**src/rtl/systolic_feeder.sv**
```systemverilog
`default_nettype none
// ============================================================================
// Module   : systolic_feeder
// Brief    : Loads N A/B vectors from a byte stream, then skews them into the
//            N x N systolic array and sequences clear, flush and readout.
// Revision : 1.0
// ============================================================================
module systolic_feeder #(
    parameter int N = 8
) (
    input  logic         clk,
    input  logic         rst_n,
    input  logic         ena,
    input  logic [N-1:0] in_data,
    input  logic         in_valid,
    output logic         in_ready,
    output logic [N-1:0] arr_in1,
    output logic [N-1:0] arr_in2,
    output logic         arr_clear,
    output logic         arr_readout,
    output logic         busy,
    output logic         done
);

    localparam int CW = $clog2(2 * N);
    localparam logic [CW-1:0] LAST_WORD  = CW'(2 * N - 1);
    localparam logic [CW-1:0] LAST_FEED  = CW'(2 * N - 2);
    localparam logic [CW-1:0] LAST_DRAIN = CW'(N - 2);
    localparam logic [CW-1:0] LAST_READ  = CW'(N - 1);

    typedef enum logic [2:0] {
        S_LOAD    = 3'd0,
        S_CLEAR   = 3'd1,
        S_FEED    = 3'd2,
        S_DRAIN   = 3'd3,
        S_READOUT = 3'd4
    } state_t;

    state_t        state_q, state_d;
    logic [CW-1:0] cnt_q, cnt_d;
    logic          done_q, done_d;
    logic [N-1:0]  a_q [N];
    logic [N-1:0]  b_q [N];
    logic          accept;

    assign in_ready    = ena & (state_q == S_LOAD);
    assign accept      = in_valid & in_ready;
    assign arr_clear   = (state_q == S_CLEAR);
    assign arr_readout = (state_q == S_READOUT);
    assign busy        = (state_q != S_LOAD);
    assign done        = done_q;

    always_ff @(posedge clk or negedge rst_n) begin
        if (!rst_n) begin
            state_q <= S_LOAD;
            cnt_q   <= '0;
            done_q  <= 1'b0;
        end else begin
            state_q <= state_d;
            cnt_q   <= cnt_d;
            done_q  <= done_d;
        end
    end

    // Word order is A0,B0,A1,B1,...: the count LSB selects the bank.
    always_ff @(posedge clk) begin
        if (accept) begin
            if (!cnt_q[0]) a_q[cnt_q[CW-1:1]] <= in_data;
            else           b_q[cnt_q[CW-1:1]] <= in_data;
        end
    end

    always_comb begin
        state_d = state_q;
        cnt_d   = cnt_q;
        done_d  = 1'b0;
        if (!ena) begin
            state_d = S_LOAD;
            cnt_d   = '0;
        end else begin
            case (state_q)
                S_LOAD: begin
                    if (accept) begin
                        if (cnt_q == LAST_WORD) begin
                            state_d = S_CLEAR;
                            cnt_d   = '0;
                        end else begin
                            cnt_d = cnt_q + 1'b1;
                        end
                    end
                end
                S_CLEAR: begin
                    state_d = S_FEED;
                    cnt_d   = '0;
                end
                S_FEED: begin
                    if (cnt_q == LAST_FEED) begin
                        state_d = S_DRAIN;
                        cnt_d   = '0;
                    end else begin
                        cnt_d = cnt_q + 1'b1;
                    end
                end
                S_DRAIN: begin
                    if (cnt_q == LAST_DRAIN) begin
                        state_d = S_READOUT;
                        cnt_d   = '0;
                    end else begin
                        cnt_d = cnt_q + 1'b1;
                    end
                end
                S_READOUT: begin
                    if (cnt_q == LAST_READ) begin
                        state_d = S_LOAD;
                        cnt_d   = '0;
                        done_d  = 1'b1;
                    end else begin
                        cnt_d = cnt_q + 1'b1;
                    end
                end
                default: begin
                    state_d = S_LOAD;
                    cnt_d   = '0;
                end
            endcase
        end
    end

    // Diagonal skew: lane k carries vector (t-k), so lane k lags lane 0 by k.
    always_comb begin
        arr_in1 = '0;
        arr_in2 = '0;
        if (state_q == S_FEED) begin
            for (int j = 0; j < N; j++) begin
                for (int k = 0; k < N; k++) begin
                    if (cnt_q == CW'(j + k)) begin
                        arr_in1[k] = a_q[j][k];
                        arr_in2[k] = b_q[j][k];
                    end
                end
            end
        end
    end

endmodule
`default_nettype wire

```
**config.mk**
```make
export PLATFORM = sky130hd
export DESIGN_NAME = systolic_feeder
export DESIGN_NICKNAME = d
export VERILOG_FILES = /design/src/rtl/systolic_feeder.sv
export SDC_FILE = /design/constraint.sdc
export NUM_CORES = 1
export LEC_CHECK = 0
export CAP_MARGIN = 0
export CORE_ASPECT_RATIO = 0.5
export CORE_UTILIZATION = 59
export CTS_CLUSTER_SIZE = 10
export DETAILED_ROUTE_END_ITERATION = 10
export GPL_TIMING_DRIVEN = 0
export PLACE_DENSITY = 0.76
export SYNTH_ARGS = -nofsm -noshare
export SYNTH_HDL_FRONTEND = slang
export SYNTH_SLANG_ARGS = --single-unit
```
**constraint.sdc**
```tcl
create_clock -name clk -period 2 [get_ports clk]
set_input_delay 0.2 -clock clk [delete_from_list [all_inputs] [get_ports clk]]
set_output_delay 0.2 -clock clk [all_outputs]
set_load 0.05 [all_outputs]
```
# Word-level counts from Yosys, hierarchy flattened
# Memory sizes are Yosys's and may differ from the RTL's.
# Cells that the tools add are included.
[word_totals]
register_bits = 8
ramBits = 128
in_bits = 12
output_inout_bits = 21
word_cells = 189
mem_count = 2
[op_classes]
add_sub_neg = 1
eq_ne = 24
muxes = 153
n_bitwise = 2
reduce_logical = 4
[mem_list]
columns = ["memory", "depth", "word_bits", "rd", "rd_ports_with_merged_regs", "wr", "line", "rtl"]
rows = [
  ["a_q", 8, 8, 8, 0, 1, "42", "logic [N-1:0] a_q [N];"],
  ["b_q", 8, 8, 8, 0, 1, "43", "logic [N-1:0] b_q [N];"],
]
[op_table]
columns = ["op", "n"]
rows = [
  ["2-to-1 mux 1 bit", 137],
  ["equality test 4 bit (second input constant)", 8],
  ["2-to-1 mux 4 bit", 6],
  ["2-to-1 mux 3 bit", 6],
  ["equality test 4 x 3 -> 1 bit (second input constant)", 4],
  ["2-to-1 mux 8 bit", 2],
  ["one-hot mux 4 bit (4 select lines)", 1],
  ["one-hot mux 3 bit (5 select lines)", 1],
  ["!= test 3 bit (second input constant)", 3],
  ["equality test 4 x 2 -> 1 bit (second input constant)", 2],
  ["equality test 3 x 2 -> 1 bit (second input constant)", 2],
  ["!= test 3 x 2 -> 1 bit (second input constant)", 2],
  ["AND reduction 5 bit", 1],
  ["adder 4 x 1 -> 4 bit (second input constant)", 1],
  ["equality test 4 x 1 -> 1 bit (second input constant)", 1],
  ["zero test 4 bit", 1],
  ["equality test 3 x 1 -> 1 bit (second input constant)", 1],
  ["equality test 3 bit (second input constant)", 1],
  ["zero test 3 bit", 1],
  ["nonzero test 3 bit", 1],
  ["AND 1 bit", 2],
]

# Longest topological paths before layout
# Gate-level depths: netlist (run 1).
[depth]
depth_word = 10
ltp_mapped = 9
ltp_nobuf = 6

# Worst setup path before layout (run 1)
# OpenSTA, ideal clock, no wires.
[synth_path]
path_type = "flip-flop to output port"
from = "reg cnt_q[0]"
to = "out arr_in2[0]"
arrival_ps = 2893
required_time_ps = 1800
path_slack_ps = -1093
stages_incl_launch_ff = 9
path_buffers = 2
path_cell_list = "dfrtp_1 > inv_1 > ha_1 > buf_2 > clkbuf_1 > nand2_1 > o21ai_0 > a221oi_1 > nor4_1"
[synth_via]
elab_chain_cells = 10
[synth_lines]
columns = ["item", "line", "rtl"]
rows = [
  ["start: declaration", "40", "logic [CW-1:0] cnt_q, cnt_d;"],
  ["start signal: assignment", "60", "cnt_q <= cnt_d;"],
  ["zero test 4 bit", "136", "if (cnt_q == CW'(j + k)) begin"],
  ["2-to-1 mux 1 bit (7 in series)", "136", ""],
  ["2-to-1 mux 1 bit *", "136", ""],
  ["2-to-1 mux 8 bit *", "133", "if (state_q == S_FEED) begin"],
  ["end: declaration", "18", "output logic [N-1:0] arr_in2,"],
]
# Mark *: on every way between the ends. The rest lies on a longest branch, timed or not.

# Final worst setup path (run 1)
[layout_path]
from = "reg cnt_q[1]"
to = "out arr_in1[7]"
[layout_via]
elab_chain_cells = 10
[layout_lines]
columns = ["item", "line", "rtl"]
rows = [
  ["equality test 4 x 3 -> 1 bit", "136", ""],
  ["2-to-1 mux 1 bit (7 in series)", "136", ""],
  ["2-to-1 mux 1 bit *", "136", ""],
  ["2-to-1 mux 8 bit *", "133", ""],
  ["end: declaration", "17", "output logic [N-1:0] arr_in1,"],
]
# Marks and branches as above.

==> metrics.cfg, run 1 <==
[global_routing]
grt_pass1_wl_um = 30500
grt_pass1_vias = 4880
grt_antenna_before_repair = 0
globalRouteOverflowTotal = 0
grt_use_total = 0.413
grt_max_degree = 17

[synthesis]
synth_top_area_frac = 0.635
yosysUniqueCellTypes = 62
synth.avg_cell_area_um2 = 12.9
synth_area_mm2 = 0.00605
ys_seq_area_frac = 0.668
yosys.area.top_type = edfxtp_1
synth-seq-cells = 136
yosys-top-cells-area = edfxtp_1, dfrtp_1, nand2_1, a21oi_1, nor2_1
synth_edf_count = 128
yosysWarningCount = 0
synthArstFlopShare = 0.0588
synthFlopType = edfxtp_1
syn_nets = 485
synthCells = 469

[clock_tree]
cts_made_buffers = 17
clk_pin_slew_ns = 0.06
clkSinkCount = 136
cts_tree = built
ctsHtreeMaxLevel = 4
clockBufferDepth = 2
clock-root-buffer = clkbuf_16
hold_buffers = 0
clkLatencyLatePin_ns = 0.43

[cells_and_area]
nNetsFinal = 571
final_common_cell = edfxtp_1
final_cell_mix = edfxtp_1, nand2_1, buf_6
register_area_mm2 = 0.00405
drive_gt1_frac = 0.407
multiInputGateArea_mm2 = 0.00252
n_fill_cell = 383
syn_to_final_growth_pct = 42.2

[power_and_ir_drop]
power_density_mw_per_mm2 = 864
swShare = 0.270
p_seq_frac = 0.427
p_clk_frac = 0.436
p_int_uw = 5420
power.switching_uw = 2010
total_power_uw = 7430
vdd_drop_max_v = 0.000638
leakagePower_uw = 0.00276
comb_power_share = 0.137

[critical_path]
worstSetupPathType = register to output port
r2r_slack_ns = -0.01
critPathMaxStageDelay_ns = 0.49
start_kind = register
worstPathRequired_ns = 1.80
worstPathArrival_ns = 2.47
r2r-start = cnt_q[2]
cp_num_buf_inv = 2
rr_endpoint = a_q[6][3]
path_cells = inv_4 -> ha_4 -> a21oi_1 -> or3_1 -> o2bb2a_4 -> a211oi_4 -> buf_6
reg2reg_depth = 6
path_max_fanout = 8
critPathCaptureType = output port
crit_family = compound AO/OA/AOI/OAI gates
cp_slowest_cell = dfrtp_2

[timing]
max_slew_margin = 0.558
fin_hold_ws_ns = 0.0523
min_period_over_period = 1.34
finClkSkew_ns = 0.00570
finalSetupViolations = 28
final_hold_viol_count = 0
maxSlewViolCount = 0
rsz0062_at_grt = true
worst_pin_slew_ns = 0.662
fin_crit_ns = 2.67
fin_ws_ns = -0.672
max_freq_mhz = 374
tns_ns = -9.61

[route]
vias = 5152
dr.first_iter.drc_count = 819
routed_wl_um = 22400
drc = 0
antenna_left = 0
dr.pass1.iters = 7
wl_per_cell_um = 31.8
via_per_inst = 7.32

[die]
core_mm2 = 0.00970
start_util = 0.624
ioPinCount = 33
die_area_mm2 = 0.0107
dieWidth_um = 145
fp.dieH_um = 73.6
rows = 25

[place]
gp_congestion = 0.878
numPortBuffers = 32
hpwl_um = 11800

[outcome]
status = finished, violations left
violations = negative setup slack

[hold_path]
hold_class = input port to async pin

[job]
cap_violations = 0

[per-stage QoR]
step | setup slack [ns] | util | cells | area [um2]
floorplan | -0.267 | - | 469 | 6580
detailed placement | -1.07 | 0.729 | 636 | 7060
global placement | -1.07 | 0.729 | 636 | 7060
CTS | -0.569 | 0.857 | 691 | 8310
global route | -0.705 | 0.887 | 703 | 8600
finish | -0.672 | 0.887 | 704 | 8600
[kinds of logic after synthesis]
family                   after synthesis  share of synthesized area
AO/OA/AOI/OAI                        130                      0.153
XOR/XNOR                               2                    0.00290
adder cells (fa/ha/maj)                4                    0.00827
buffers and inverters                 48                     0.0366
flip-flops                           136                      0.668
multiplexers                           4                    0.00683
AND/OR/NAND/NOR                      145                      0.124
[per-layer routing]
metal | routed length (um) | global-route usage | share of wire | up-vias
met3 | 3380 | 0.129 | 0.15 | 104
met4 | 1020 | 0.227 | 0.046 | 0
li1 | - | - | - | 1992
met5 | 0 | 0 | 0 | -
met2 | 9850 | 0.640 | 0.44 | 539
met1 | 8170 | 0.531 | 0.36 | 2517
[power by group through the flow]
stage	Combinational, uW	Clock [uW]	Sequential [uW]
2_1_floorplan	442	0	3220
3_3_place_gp	682	0	3220
3_5_place_dp	689	0	3220
5_1_grt	1040	3290	3170
6_report	1020	3240	3170
4_1_cts	882	3150	3160
[flip-flops by register name (all words and copies together) (netlist names)]
register / count
a_q: 64
b_q: 64
cnt_q: 4
state_q: 3
done: 1
[final cells by class]
class | instances | share of cell area
Inverter | 13 | 0.00713
Multi-Input combinational cell | 285 | 0.293
Buffer | 33 | 0.0540
Antenna cell | 1 | 0.000291
Clock inverter | 14 | 0.0189
Clock buffer | 18 | 0.0499
Sequential cell | 136 | 0.471
Tap cell | 135 | 0.0196
Timing Repair Buffer | 69 | 0.0869
[worst max-delay path by stage]
stage                     startpoint    endpoint  slack (ns)  cells past startpoint
after global placement      cnt_q[2]  arr_in2[4]       -1.07                      5
after detailed placement    cnt_q[2]  arr_in2[4]       -1.07                      5
after CTS                   cnt_q[0]  arr_in1[7]       -0.57                      7
after floorplan           state_q[2]   a_q[0][0]       -0.27                      4
after global routing        cnt_q[1]  arr_in2[7]       -0.70                      8
final                       cnt_q[1]  arr_in1[7]       -0.67                      7
[synth_stat cells (all sizes together), types with 5 or more instances]
master and number:
o22ai 8, nand4 5, edfxtp 128, nand2b 13
nand2 45, nor3 6, a21oi 27, o211ai 12
buf 20, a211oi 11, a221oi 9, inv 13
nand3 5, o21ai 19, nand3b 11, nor2 31
clkbuf 15, o2111ai 7, nor2b 11, dfrtp 8
[timing repair]
| item | 4_1_cts | 5_1_grt |
|---|---|---|
| setup buffers | 25 | 12 |
| pin swaps | 34 | 18 |
| resized for setup | 215 | 43 |
| setup endpoints to repair | 148 | 113 |
Power figures use the tool's default switching activity.
==> run 2: changes to the inputs <==
MAX_ROUTING_LAYER = met4   (was not set)
==> metrics.cfg, run 2 (same netlist as run 1, synthesis figures left out) <==
[die]
start_util = 0.624  ; unchanged
ioPinCount = 33  ; unchanged
rows = 25  ; unchanged
fp.dieH_um = 73.6  ; unchanged
core_mm2 = 0.00970  ; unchanged
dieWidth_um = 145  ; unchanged
die_area_mm2 = 0.0107  ; unchanged

[clock_tree]
cts_made_buffers = 17  ; unchanged
clkSinkCount = 136  ; unchanged
ctsHtreeMaxLevel = 4  ; unchanged
clkLatencyLatePin_ns = 0.43  ; about the same
clockBufferDepth = 2  ; unchanged
clk_pin_slew_ns = 0.07  ; about the same
cts_tree = built
clock-root-buffer = clkbuf_16

[cells_and_area]
multiInputGateArea_mm2 = 0.00250  ; -0.60%
drive_gt1_frac = 0.405  ; -0.00180
register_area_mm2 = 0.00405  ; unchanged
n_fill_cell = 365  ; -4.7%
fin_cells = 708  ; +0.57%
nNetsFinal = 576  ; +0.88%
antenna_cells = 0  ; -1
syn_to_final_growth_pct = 42.9
final_common_cell = edfxtp_1
final_cell_mix = edfxtp_1, nand2_1, buf_4

[critical_path]
worstPathArrival_ns = 2.51  ; +0.04 ns
reg2reg_depth = 6  ; unchanged
r2r_slack_ns = -0.12  ; -0.11 ns
worstPathRequired_ns = 1.80  ; about the same
start_kind = register
critPathCaptureType = output port
worstSetupPathType = register to output port
rr_endpoint = a_q[7][4]
path_max_fanout = 8  ; unchanged
r2r-start = cnt_q[2]

[global_routing]
grt_max_degree = 17  ; unchanged
grt_use_total = 0.426  ; +0.0131
grt_antenna_before_repair = 0  ; unchanged
grt_pass1_wl_um = 30500  ; unchanged
grt_pass1_vias = 4865  ; -0.31%
globalRouteOverflowTotal = 0  ; unchanged

[timing]
finClkSkew_ns = 0.00968  ; +0.00398 ns
fin_hold_ws_ns = 0.0441  ; -0.00818 ns
maxSlewViolCount = 0  ; unchanged
rsz0062_at_grt = true
finalSetupViolations = 48  ; +71%
final_hold_viol_count = 0  ; unchanged
min_period_over_period = 1.35  ; +0.0182
worst_pin_slew_ns = 0.684  ; +0.0223 ns
max_slew_margin = 0.543  ; -0.0149
fin_ws_ns = -0.708  ; -0.0364 ns
max_freq_mhz = 369  ; -1.3%
tns_ns = -13.13  ; -3.52 ns
fin_crit_ns = 2.71  ; +0.0364 ns

[place]
dp_cells = 636  ; unchanged
numPortBuffers = 32  ; unchanged
gp_congestion = 0.893  ; +1.7%
place_ws_ns = -1.07  ; unchanged
hpwl_um = 11800  ; unchanged

[route]
wl_per_cell_um = 32.8  ; +2.9%
via_per_inst = 7.46  ; +1.9%
routed_wl_um = 23200  ; +3.5%
dr.pass1.iters = 7  ; unchanged
vias = 5280  ; +2.5%
dr.first_iter.drc_count = 885  ; +8.1%
antenna_left = 0  ; unchanged
drc = 0  ; unchanged

[power_and_ir_drop]
leakagePower_uw = 0.00280  ; +1.4%
vdd_drop_max_v = 0.000604  ; -5.3%
power_density_mw_per_mm2 = 864  ; about the same

[job]
cap_violations = 0  ; unchanged

[hold_path]
hold_class = input port to async pin

[outcome]
status = finished, violations left
violations = negative setup slack

[run 2: repair_timing]
item / in CTS / in global routing
cloned: 0 / 2
pin swaps: 34 / 23
setup endpoints to repair: 148 / 118
buffers inserted: 25 / 15
resized for setup: 215 / 36
hold buffers: 0 / 0
[run 2: worst max-delay path by stage]
stage,from,endpoint,slack [ns],cells past startpoint
2_1_floorplan,state_q[2],a_q[0][0],-0.27,4
3_3_place_gp,cnt_q[2],arr_in2[4],-1.07,5
3_5_place_dp,cnt_q[2],arr_in2[4],-1.07,5
4_1_cts,cnt_q[0],arr_in1[7],-0.57,7
5_1_grt,cnt_q[1],arr_in1[7],-0.71,7
6_report,cnt_q[1],arr_in1[7],-0.71,7
[run 2: area by class of cell]
type,count,area share
multi-input combinational,285,0.289
sequential,136,0.468
inverter,13,0.00709
clock buffer,18,0.0496
clock inverter,14,0.0188
timing repair buffer,74,0.0948
buffer,33,0.0528
tap,135,0.0195
[run 2: power breakdown]
part           switching, uW  leakage [uW]  internal (uW)
logic                    638       0.00125            422
registers               24.6       0.00126           3140
clock network           1370      0.000284           1870
[run 2: layer usage]
metal	up-vias	share of wire	wire (um)	global-route usage
li1	1996	-	-	-
met1	2496	0.35	8200	0.541
met2	633	0.42	9780	0.642
met3	155	0.16	3800	0.113
met4	0	0.061	1420	0.222
met5	-	0	0	-
[run 2: metrics by stage]
step	area [um2]	utilization	power (uW)
final	8650	0.892	7470
after global routing	8650	0.892	7530
after CTS	8310	0.857	7200
after detailed placement	7060	0.729	3910
after global placement	7060	0.729	3910
after floorplan	6580	-	3660
[run 2: worst max-delay path: stages, from the launching register on]
cell and delay [ns]:
dfrtp_2 0.49, inv_4 0.12, ha_4 0.24, a21oi_1 0.12, or3_1 0.38, o2bb2a_4 0.26
a211oi_4 0.26, buf_6 0.19
